$ cat src/rtl/la_wb_master.sv
// Single-outstanding Wishbone classic initiator: one command in, one bus cycle, one response pulse.
// Optional bus-cycle timeout is compiled in with `define LA_WB_MASTER_TIMEOUT_EN.
module la_wb_master #(
    parameter int TIMEOUT_CYCLES = 16
) (
    input  logic        wb_clk_i,
    input  logic        wb_rst_i,
    input  logic        cmd_valid_i,
    output logic        cmd_ready_o,
    input  logic        cmd_we_i,
    input  logic [3:0]  cmd_sel_i,
    input  logic [31:0] cmd_adr_i,
    input  logic [31:0] cmd_dat_i,
    output logic        wbm_cyc_o,
    output logic        wbm_stb_o,
    output logic        wbm_we_o,
    output logic [3:0]  wbm_sel_o,
    output logic [31:0] wbm_adr_o,
    output logic [31:0] wbm_dat_o,
    input  logic        wbm_ack_i,
    input  logic [31:0] wbm_dat_i,
    output logic        rsp_valid_o,
    output logic [31:0] rsp_dat_o,
    output logic        rsp_err_o
);

    typedef enum logic {IDLE, BUS} state_t;

    state_t state;

    assign cmd_ready_o = (state == IDLE);

`ifdef LA_WB_MASTER_TIMEOUT_EN
    // Counter holds (BUS cycles elapsed - 1); reaching TMO_LAST means this edge ends the last allowed cycle.
    localparam logic [7:0] TMO_LAST = 8'(TIMEOUT_CYCLES - 1);

    logic [7:0] tmo_cnt;
    logic       err_q;

    assign rsp_err_o = err_q;
`else
    assign rsp_err_o = 1'b0;
`endif

    always_ff @(posedge wb_clk_i or posedge wb_rst_i) begin
        if (wb_rst_i) begin
            state       <= IDLE;
            wbm_cyc_o   <= 1'b0;
            wbm_stb_o   <= 1'b0;
            wbm_we_o    <= 1'b0;
            wbm_sel_o   <= 4'h0;
            wbm_adr_o   <= 32'h0;
            wbm_dat_o   <= 32'h0;
            rsp_valid_o <= 1'b0;
            rsp_dat_o   <= 32'h0;
`ifdef LA_WB_MASTER_TIMEOUT_EN
            tmo_cnt     <= 8'h0;
            err_q       <= 1'b0;
`endif
        end else begin
            rsp_valid_o <= 1'b0;
            case (state)
                IDLE: begin
                    if (cmd_valid_i) begin
                        state     <= BUS;
                        wbm_cyc_o <= 1'b1;
                        wbm_stb_o <= 1'b1;
                        wbm_we_o  <= cmd_we_i;
                        wbm_sel_o <= cmd_sel_i;
                        wbm_adr_o <= cmd_adr_i;
                        wbm_dat_o <= cmd_dat_i;
`ifdef LA_WB_MASTER_TIMEOUT_EN
                        tmo_cnt   <= 8'h0;
`endif
                    end
                end
                BUS: begin
                    // Ack is tested first so it wins over a timeout on the same edge.
                    if (wbm_ack_i) begin
                        state       <= IDLE;
                        wbm_cyc_o   <= 1'b0;
                        wbm_stb_o   <= 1'b0;
                        wbm_we_o    <= 1'b0;
                        wbm_sel_o   <= 4'h0;
                        wbm_adr_o   <= 32'h0;
                        wbm_dat_o   <= 32'h0;
                        rsp_valid_o <= 1'b1;
                        rsp_dat_o   <= wbm_we_o ? 32'h0 : wbm_dat_i;
`ifdef LA_WB_MASTER_TIMEOUT_EN
                        err_q       <= 1'b0;
                        tmo_cnt     <= 8'h0;
                    end else if (tmo_cnt == TMO_LAST) begin
                        state       <= IDLE;
                        wbm_cyc_o   <= 1'b0;
                        wbm_stb_o   <= 1'b0;
                        wbm_we_o    <= 1'b0;
                        wbm_sel_o   <= 4'h0;
                        wbm_adr_o   <= 32'h0;
                        wbm_dat_o   <= 32'h0;
                        rsp_valid_o <= 1'b1;
                        rsp_dat_o   <= 32'h0;
                        err_q       <= 1'b1;
                        tmo_cnt     <= 8'h0;
                    end else begin
                        tmo_cnt     <= tmo_cnt + 8'h1;
`endif
                    end
                end
                default: state <= IDLE;
            endcase
        end
    end

endmodule

$ cat config.mk
export PLATFORM = sky130hd
export DESIGN_NAME = la_wb_master
export DESIGN_NICKNAME = d
export VERILOG_FILES = /design/src/rtl/la_wb_master.sv
export SDC_FILE = /design/constraint.sdc
export NUM_CORES = 1
export LEC_CHECK = 0
export BUFFER_PORTS_ARGS = -buffer_cell sky130_fd_sc_hd__buf_4
export CAP_MARGIN = 40
export CORE_MARGIN = 3
export CORE_UTILIZATION = 33
export CTS_CLUSTER_SIZE = 10
export DETAILED_ROUTE_END_ITERATION = 8
export PLACE_DENSITY = 0.62
export SETUP_SLACK_MARGIN = 0.2
export SKIP_LAST_GASP = 1
export SYNTH_ARGS = -nofsm -noshare
export SYNTH_HDL_FRONTEND = slang
export SYNTH_SLANG_ARGS = --single-unit
$ cat constraint.sdc
create_clock -name wb_clk_i -period 3.7 [get_ports wb_clk_i]
set_input_delay 0.74 -clock wb_clk_i [delete_from_list [all_inputs] [get_ports wb_clk_i]]
set_output_delay 0.74 -clock wb_clk_i [all_outputs]
set_load 0.01 [all_outputs]
**After elaboration in Yosys (flattened, before gate mapping)**

Cells that the tools add are included.

- Eq/ne operators: 2
- Mux-type cells: 19
- Bitwise operators: 1
- Reduce and logical (&&, ||, !) cells: 2

Operators with widths:

| cell | number |
|---|---|
| two-way mux 32 bit | 4 |
| one-hot mux 32 bit (2 select lines) | 2 |
| two-way mux 4 bit | 2 |
| one-hot mux 4 bit (2 select lines) | 1 |
| two-way mux 1 bit | 7 |
| one-hot mux 1 bit (2 select lines) | 3 |
| inequality test 2 bit (second input constant) | 2 |
| AND reduction 2 bit | 2 |
| inverter 1 bit | 1 |

- Flip-flop bits (word level): 104
- Output and inout port bits: 106
- Logic and storage cells: 32

**Logic depth before layout (Yosys ltp)**

Gate-level depths: netlist (run 1).

- Word-level depth: 3
- Mapped depth: 5
- Gate-level depth less buffers: 2

**Worst setup path after synthesis (run 1)**

No wires, ideal clock.

- Path kind: flip-flop to output port
- Start: reg state
- End: out cmd_ready_o
- Arrival: 0.842 ns
- Setup slack: 2.118 ns
- Stages on the path, launching flop included: 4
- Buffers on the path: 2
- Path through: dfrtp_1 -> buf_4 -> clkbuf_1 -> inv_1

- Longest elaborated chain between the ends: 1

Ends and longest elaborated chain:

| what | RTL line | text |
|---|---|---|
| from (decl) | 29 | `state_t state;` |
| from (signal assigned) | 47 | `state <= IDLE;` |
| from (signal assigned) | 65 | `state <= BUS;` |
| from (signal assigned) | 80 | `state <= IDLE;` |
| inverter 1 bit | - |  |
| to (decl) | 9 | `output logic cmd_ready_o,` |

No other way between the ends.

**Final worst setup path (run 1)**

Same ends and word-level chain as after synthesis.

==> results of run 1 <==
## worst min-delay path by stage
stage                         startpoint                        end  slack [ns]  depth (start not counted)
6_report       wbm_dat_o[21]$_DFFE_PP0P_  wbm_dat_o[21]$_DFFE_PP0P_        0.50                          1
5_1_grt         wbm_adr_o[9]$_DFFE_PP0P_   wbm_adr_o[9]$_DFFE_PP0P_        0.52                          1
4_1_cts        wbm_adr_o[15]$_DFFE_PP0P_  wbm_adr_o[15]$_DFFE_PP0P_        0.51                          1
3_5_place_dp    wbm_adr_o[7]$_DFFE_PP0P_   wbm_adr_o[7]$_DFFE_PP0P_        0.48                          1
3_3_place_gp   wbm_dat_o[21]$_DFFE_PP0P_  wbm_dat_o[21]$_DFFE_PP0P_        0.49                          1
2_1_floorplan  wbm_adr_o[15]$_DFFE_PP0P_  wbm_adr_o[15]$_DFFE_PP0P_        0.53                          1
## cell usage after synthesis
cell and n:
or2_1 1, nor2b_1 34, o22ai_1 2, conb_1 1
mux2_4 29, nand2_1 1, nand2_4 1, mux2i_1 17
inv_1 4, dfrtp_1 104, mux2i_4 1, nor2_1 1
clkbuf_1 5, a22o_1 52, buf_2 7, mux2_2 3
buf_6 8, buf_4 6, o2bb2ai_1 16
## power by group through the flow
stage                     Clock, mW  Combinational [mW]  Sequential (mW)
after global routing           1.02                1.14             1.55
final                         0.944                1.06             1.51
after detailed placement          0                1.07             1.53
after global placement            0                1.06             1.53
after CTS                     0.982                1.08             1.51
after floorplan                   0               0.435             1.62
## logic make-up (layout without fill, tap and decap cells)
kind of cell | count (synthesis) | count (layout)
mux | 50 | 50
flops | 104 | 104
simple gates | 38 | 38
other cells | 1 | 1
compound gates | 70 | 70
buf+inv | 30 | 234
## state kept, by name (all words and copies together), names as in the netlist
name / flops
rsp_dat_o: 32
wbm_adr_o: 32
wbm_dat_o: 32
wbm_sel_o: 4
rsp_valid_o: 1
state: 1
wbm_stb_o: 1
wbm_we_o: 1
## final cells by class
| class | instances | area share (%) |
|---|---|---|
| clock buffer | 12 | 3.93 |
| clock inverter | 3 | 0.679 |
| inverter | 4 | 0.279 |
| multi-input combinational | 159 | 24.2 |
| sequential | 104 | 41.5 |
| tap | 172 | 3.43 |
| timing repair buffer | 215 | 25.9 |
## worst max-delay path, stage by stage, from the launching register on
cell and delay (ns):
dfrtp_1 0.32, buf_4 0.30, inv_1 0.07, buf_4 0.15
## per-layer routing
| layer | global-route usage, % | wire, µm | up-vias |
|---|---|---|---|
| met2 | 25.1 | 5420 | 123 |
| met1 | 20.6 | 4780 | 1545 |
| met5 | 0 | 0 | - |
| met3 | 5.38 | 829 | 15 |
| li1 | - | - | 1455 |
| met4 | 5.24 | 204 | 0 |
## through the flow
step / hold slack [ns] / std cells / power [mW]
finish: 0.499 / 669 / 3.51
global route: 0.515 / 669 / 3.71
CTS: 0.505 / 669 / 3.57
detailed placement: 0.483 / 654 / 2.60
global placement: 0.485 / 654 / 2.58
floorplan: 0.533 / 293 / 2.06
## layout by cell type, fill, tap and decap left out, drive strengths merged
cell	netlist	final
o22ai	2	2
bufinv	0	1
a22o	52	52
clkinvlp	0	1
clkinv	0	1
clkbuf	5	12
nor2b	34	34
mux2i	18	18
buf	21	215
o2bb2ai	16	16
dfrtp	104	104
conb	1	1
nand2	2	2
nor2	1	1
or2	1	1
inv	4	4
mux2	32	32
==> run summary, run 1 <==
Post-synthesis mux area share -> 15.3%
Area share of the largest cell type after synthesis -> 60.3%
Least-Margin Pin Slew -> 0.713 ns
Fin area -> 6270 µm²
Kind of critical path -> register to primary output
Total CTS buffers -> 9
Final hold vios -> 0
Post-Synth Adder-Cell Area -> 0%
Post-Syn Area -> 4320 µm²
Post_cts resized -> 0
Sequential power share -> 43.0%
Maximum clock insertion buffer count -> 2
Yosys warnings -> 0
R2R Path Start -> state$_DFF_PP0_
Area delta synth->final -> 45.2%
Initial antenna violation count -> 0
Total track usage -> 15.9%
VDD IR max -> 0.255 mV
Global route overflow -> 0
CTS tree -> done
CTS Sinks -> 104
Mapped Cells -> 293
WP data required -> 2.96 ns
Finish-stage setup viols -> 0
Wire length per cell -> 16.8 µm
Post-Synth XOR/XNOR Area -> 0%
IO Pins -> 211
Core box area -> 12700 µm²
Via count -> 3138
Dpl cell area -> 5980 µm²
Mapped Nets -> 398
Crit path max fanout -> 24
Max-cap violations -> 0
Detailed placement HPWL -> 7.80 mm
Antenna fix cells -> 0
Switching power -> 0.990 mW
Largest family of logic cells by synthesized area -> multiplexers
Pwr/cell area -> 560 nW/µm²
FILL cells -> 1166
Post-Synth Simple-Gate Area -> 5.51%
Top cells by area, synth -> dfrtp_1 (60%), a22o_1 (11%), mux2_4 (10%)
Post-synth top area cell -> dfrtp_1
Compound-cell area share of the yosys netlist -> 14.1%
Final Util -> 49.3%
Root Buffer -> clkbuf_16
Setup skew after layout -> 0.00403 ns
Setup bufs post-CTS -> 0
Lkg Pwr -> 3.25 nW
CP startpoint kind -> register
Comb pwr share -> 30.1%
# port buffers -> 209
DRC errors left -> 0
GP Congestion -> 0.693
Total Wirelength -> 11.2 mm
Critical Path Sink Type -> primary output
Multi-input gate area -> 1520 µm²
Largest net degree at the start of global routing -> 57
Fin Setup TNS -> 0 ns
Max Clk Rate -> 517 MHz
Pre-CTS setup slack -> 1.56 ns
Crit path capture -> cmd_ready_o
Clock Power Share -> 26.9%
Sequential share of the synthesized area -> 60.3%
Status -> finished, final reports clean
Clock input transition at the sequential cells of the worst setup and hold paths -> 0.07 ns
Detail Route Antenna Nets -> 0
Die area -> 14500 µm²
FF-to-FF setup slack -> 2.00 ns
Layout cell share with drive strength beyond 1 -> 53.1%
Type of the worst min-delay path -> register to register
Hold Buf Count CTS -> 0
Sw frac -> 28.2%
RSZ-0062 raised after global routing -> no
Die Span Y -> 120 µm
Die X -> 120 µm
FP Rows -> 41
Final WS setup -> 1.77 ns
Netlist cell types -> 19
Nets -> 598
1st-iter DRT viols -> 129
Crit. Startpoint -> state$_DFF_PP0_
Worst-Skew Late Latency -> 0.35 ns
FF+latch area -> 2600 µm²
DR pass1 iterations -> 4
Fraction of the cycle the final worst path needs -> 52.3%
Max Slew Vio Count -> 0
Via/cell ratio -> 4.69
Synth Register Bits -> 104
Minimum clock period after layout -> 1.93 ns
Pint -> 2.52 mW
Relative max-transition margin -> 52.5%
Synth Area per Inst -> 14.7 µm²
RR Endpoint -> wbm_adr_o[12]$_DFFE_PP0P_
Vias in the first global route -> 3305
Initial Util -> 33.9%
CP Data Arrival Time -> 1.19 ns
Depth of the CTS H-tree -> 3
First-pass GRT wire length -> 18.0 mm
Worst Reg-to-Reg Cells -> 4
Note: power is estimated with default switching activity, not from simulation.
==> run 2, diff against run 1 <==
clock period = 1.9 ns   (was 3.7 ns; I/O delays follow)
==> run summary, run 2 (synthesized netlist as in run 1, its figures left out) <==
Status -> finished, final reports clean
CP Cell Sequence -> buf_6 > inv_1 > buf_4
GP Congestion -> 0.703
Switching power -> 1.95 mW
Clock input transition at the sequential cells of the worst setup and hold paths -> 0.07 ns
Critical Path Sink Type -> primary output
Post_cts resized -> 0
Wire length per cell -> 16.6 µm
RSZ-0062 raised after global routing -> no
Finish-stage setup viols -> 0
Setup skew after layout -> 0.00590 ns
Nets -> 601
RR Endpoint -> wbm_adr_o[9]$_DFFE_PP0P_
Depth of the CTS H-tree -> 3
Type of the worst min-delay path -> primary input to async pin
Detailed placement HPWL -> 7.86 mm
Vias in the first global route -> 3198
Minimum clock period after layout -> 1.62 ns
Initial antenna violation count -> 0
Max Clk Rate -> 618 MHz
Relative max-transition margin -> 61.4%
Antenna fix cells -> 0
FF-to-FF setup slack -> 0.41 ns
Non-filler instance count after layout -> 672
Sequential power share -> 42.9%
Via count -> 3143
Hold Buf Count CTS -> 0
Die X -> 120 µm
Initial Util -> 33.9%
Lkg Pwr -> 3.29 nW
Dpl cell area -> 6060 µm²
1st-iter DRT viols -> 198
First-pass GRT wire length -> 17.4 mm
Placed Instances -> 657
DRC errors left -> 0
Most frequent cells in the layout -> buf_4 (212), dfrtp_1 (104), a22o_1 (52)
FP Rows -> 41
CP peak stage delay -> 0.48 ns
R2R Path Start -> state$_DFF_PP0_
CTS Sinks -> 104
IO Pins -> 211
Total Wirelength -> 11.2 mm
CTS tree -> done
Final hold vios -> 0
Fin Setup TNS -> 0 ns
Sw frac -> 28.3%
Max Slew Vio Count -> 0
Largest net degree at the start of global routing -> 105
WP data required -> 1.52 ns
Biggest regs -> rsp_dat_o x32, wbm_adr_o x32, wbm_dat_o x32
Maximum clock insertion buffer count -> 2
Most common cell after layout, fill and taps aside -> buf_4
Max-cap violations -> 0
Final Util -> 50.0%
CP max stage cell -> dfrtp_1
Detail Route Antenna Nets -> 0
Least-Margin Pin Slew -> 0.578 ns
Worst-Skew Late Latency -> 0.35 ns
Crit path max fanout -> 15
# port buffers -> 209
Via/cell ratio -> 4.68
DR pass1 iterations -> 4
Kind of critical path -> register to primary output
Pint -> 4.96 mW
Clock Power Share -> 27.0%
VDD IR max -> 0.536 mV
Worst Reg-to-Reg Cells -> 4
Die area -> 14500 µm²
Area delta synth->final -> 47.4%
Total CTS buffers -> 9
Fin area -> 6360 µm²
Die Span Y -> 120 µm
Core box area -> 12700 µm²
Root Buffer -> clkbuf_16
Global route overflow -> 0
CP Data Arrival Time -> 1.24 ns
Total track usage -> 15.3%
Pwr/cell area -> 1090 nW/µm²
Layout cell share with drive strength beyond 1 -> 53.6%
Comb pwr share -> 30.1%
Fraction of the cycle the final worst path needs -> 85.2%
CP startpoint kind -> register
Setup bufs post-CTS -> 0
## run 2: cell count changes in the layout (fill, tap and decap cells not counted), sizes merged
cell / delta
clkinvlp: +1
clkinv: +1
inv: -1
buf: +3
clkbuf: -1
## run 2: area by class of cell
class	count	area, µm²
clock buffer	11	243
clock inverter	4	55.1
fill	1147	6360
inverter	4	18.8
multi-input combinational	159	1520
sequential	104	2600
tap	172	215
timing repair buffer	218	1710
## run 2: how the worst max path moves through the flow
stage	start	end	slack [ns]	cells after the start
global route	state$_DFF_PP0_	cmd_ready_o	0.21	3
floorplan	wb_rst_i	rsp_dat_o[0]$_DFFE_PP0P_	0.27	1
finish	state$_DFF_PP0_	cmd_ready_o	0.28	3
CTS	state$_DFF_PP0_	cmd_ready_o	0.21	3
detailed placement	state$_DFF_PP0_	wbm_adr_o[22]$_DFFE_PP0P_	0.39	4
global placement	cmd_valid_i	wbm_adr_o[13]$_DFFE_PP0P_	0.16	3
## run 2: worst max-delay path, delay by kind of cell (launching register included)
kind / cells / cell delay (ns)
flops: 1 / 0.48
buf+inv: 3 / 0.41
## run 2: through the flow
step	total power, mW	hold slack (ns)	setup slack (ns)
after global placement	5.06	0.484	0.161
after floorplan	4.01	0.469	0.274
final	6.91	0.208	0.281
after CTS	7.02	0.222	0.206
after detailed placement	5.11	0.483	0.390
after global routing	7.28	0.234	0.209
## run 2: routing by layer
metal  track usage [%]  vias up  share of wire, %  wire length (µm)
met5                 0        -                 0                 0
li1                  -     1463                 -                 -
met4              3.82        0              0.82                92
met2              23.9      124                49              5440
met3              5.57        7               7.2               806
met1              20.4     1549                43              4810
## run 2: power groups by stage
| stage | logic [mW] | registers, mW | clock network, mW |
|---|---|---|---|
| after CTS | 2.12 | 2.96 | 1.94 |
| after global placement | 2.08 | 2.98 | 0 |
| after global routing | 2.24 | 3.02 | 2.02 |
| final | 2.08 | 2.96 | 1.87 |
| after detailed placement | 2.12 | 2.99 | 0 |
| after floorplan | 0.847 | 3.16 | 0 |
==> run 3, diff against run 2 <==
CELL_PAD_IN_SITES_DETAIL_PLACEMENT = 1   (was unset)
CELL_PAD_IN_SITES_GLOBAL_PLACEMENT = 1   (was unset)
PLACE_DENSITY = 0.76   (was 0.62)
==> run summary, run 3 (synthesized netlist as in run 1, its figures left out) <==
Pre-CTS setup slack -> 0.390 ns
Fraction of the cycle the final worst path needs -> 80.9%
Final WS setup -> 0.364 ns
Vias in the first global route -> 3479
Finish-stage setup viols -> 0
Die X -> 120 µm
Crit path max fanout -> 10
FF-to-FF setup slack -> 0.39 ns
Initial antenna violation count -> 0
FF+latch area -> 2600 µm²
GP Congestion -> 0.734
Clock input transition at the sequential cells of the worst setup and hold paths -> 0.07 ns
Setup bufs post-CTS -> 0
Biggest regs -> rsp_dat_o x32, wbm_adr_o x32, wbm_dat_o x32
Max-cap violations -> 0
Kind of critical path -> register to primary output
Detail Route Antenna Nets -> 0
Lkg Pwr -> 3.31 nW
CP Cell Sequence -> buf_4 > inv_1 > buf_4
FILL cells -> 1368
RR Endpoint -> wbm_adr_o[30]$_DFFE_PP0P_
Wire length per cell -> 17.7 µm
WP data required -> 1.52 ns
FP Rows -> 41
Total CTS buffers -> 9
Most frequent CP cell -> buf_4
Layout cell share with drive strength beyond 1 -> 53.8%
Multi-input gate area -> 1520 µm²
Worst Reg-to-Reg Cells -> 4
Maximum clock insertion buffer count -> 2
Fin Setup TNS -> 0 ns
Most common cell after layout, fill and taps aside -> buf_4
Via count -> 3189
1st-iter DRT viols -> 109
Max Clk Rate -> 651 MHz
Detailed placement HPWL -> 8.85 mm
Worst-Skew Late Latency -> 0.34 ns
Minimum clock period after layout -> 1.54 ns
DR pass1 iterations -> 4
Post_cts resized -> 0
Via/cell ratio -> 4.73
Setup skew after layout -> 0.00506 ns
CP Data Arrival Time -> 1.16 ns
Critical Path Sink Type -> primary output
Hold Buf Count CTS -> 0
RSZ-0062 raised after global routing -> no
CP peak stage delay -> 0.42 ns
Depth of the CTS H-tree -> 3
First-pass GRT wire length -> 18.9 mm
# port buffers -> 209
Antenna fix cells -> 0
Core box area -> 12700 µm²
CTS Sinks -> 104
Nets -> 603
Max Slew Vio Count -> 0
Root Buffer -> clkbuf_16
Pwr/cell area -> 1110 nW/µm²
Total track usage -> 16.7%
Final hold vios -> 0
Die Span Y -> 120 µm
Die area -> 14500 µm²
R2R Path Start -> state$_DFF_PP0_
CP startpoint kind -> register
CP max stage cell -> dfrtp_1
Largest net degree at the start of global routing -> 63
Type of the worst min-delay path -> primary input to async pin
Initial Util -> 33.9%
Global route overflow -> 0
CTS tree -> done
Area delta synth->final -> 48.1%
IO Pins -> 211
Most frequent cells in the layout -> buf_4 (214), dfrtp_1 (104), a22o_1 (52)
DRC errors left -> 0
Total Wirelength -> 12.0 mm
VDD IR max -> 0.594 mV
Status -> finished, final reports clean
run 3: worst max-delay path by stage:
stage,start,to,cells past startpoint
3_3_place_gp,wbm_ack_i,state$_DFF_PP0_,3
4_1_cts,state$_DFF_PP0_,cmd_ready_o,3
3_5_place_dp,cmd_valid_i,wbm_adr_o[30]$_DFFE_PP0P_,4
5_1_grt,state$_DFF_PP0_,cmd_ready_o,3
2_1_floorplan,wb_rst_i,rsp_dat_o[0]$_DFFE_PP0P_,1
6_report,state$_DFF_PP0_,cmd_ready_o,3
run 3: per-stage QoR:
| stage | hold WS (ns) | util [%] | power [mW] | instances | instance area (µm²) |
|---|---|---|---|---|---|
| after floorplan | 0.469 | - | 4.01 | 293 | 4320 |
| after global placement | 0.484 | 47.6 | 5.07 | 658 | 6060 |
| after detailed placement | 0.483 | 47.7 | 5.15 | 659 | 6070 |
| after CTS | 0.110 | 50.3 | 7.19 | 674 | 6390 |
| after global routing | 0.122 | 50.3 | 7.45 | 674 | 6390 |
| final | 0.115 | 50.3 | 7.07 | 674 | 6390 |
run 3: final cells by class:
| type | count | share of cell area (%) |
|---|---|---|
| flip-flops and latches | 104 | 40.7 |
| multi-input cells | 159 | 23.8 |
| repair buffers | 220 | 26.9 |
| inverters | 4 | 0.293 |
| well taps | 172 | 3.37 |
| clock buffers | 12 | 4.01 |
| clock inverters | 3 | 1.02 |
run 3: power breakdown:
group	switching (mW)	total, mW	internal [mW]
combinational	0.871	2.11	1.24
sequential	0.303	2.97	2.66
clock	0.779	2.00	1.22
total	1.95	7.07	5.12
run 3: critical path, delay by kind of cell, from the launching register on:
kind | cells | cell delay [ns]
buffers and inverters | 3 | 0.39
flip-flops | 1 | 0.42
run 3: layer usage:
layer | GRT usage, % | share of wire (%) | up-vias | wire length, µm
met2 | 28.0 | 52 | 121 | 6160
met3 | 4.77 | 6.3 | 14 | 759
met1 | 20.5 | 40 | 1593 | 4800
li1 | - | - | 1461 | -
met5 | 0 | 0 | - | 0
met4 | 6.23 | 1.9 | 0 | 232
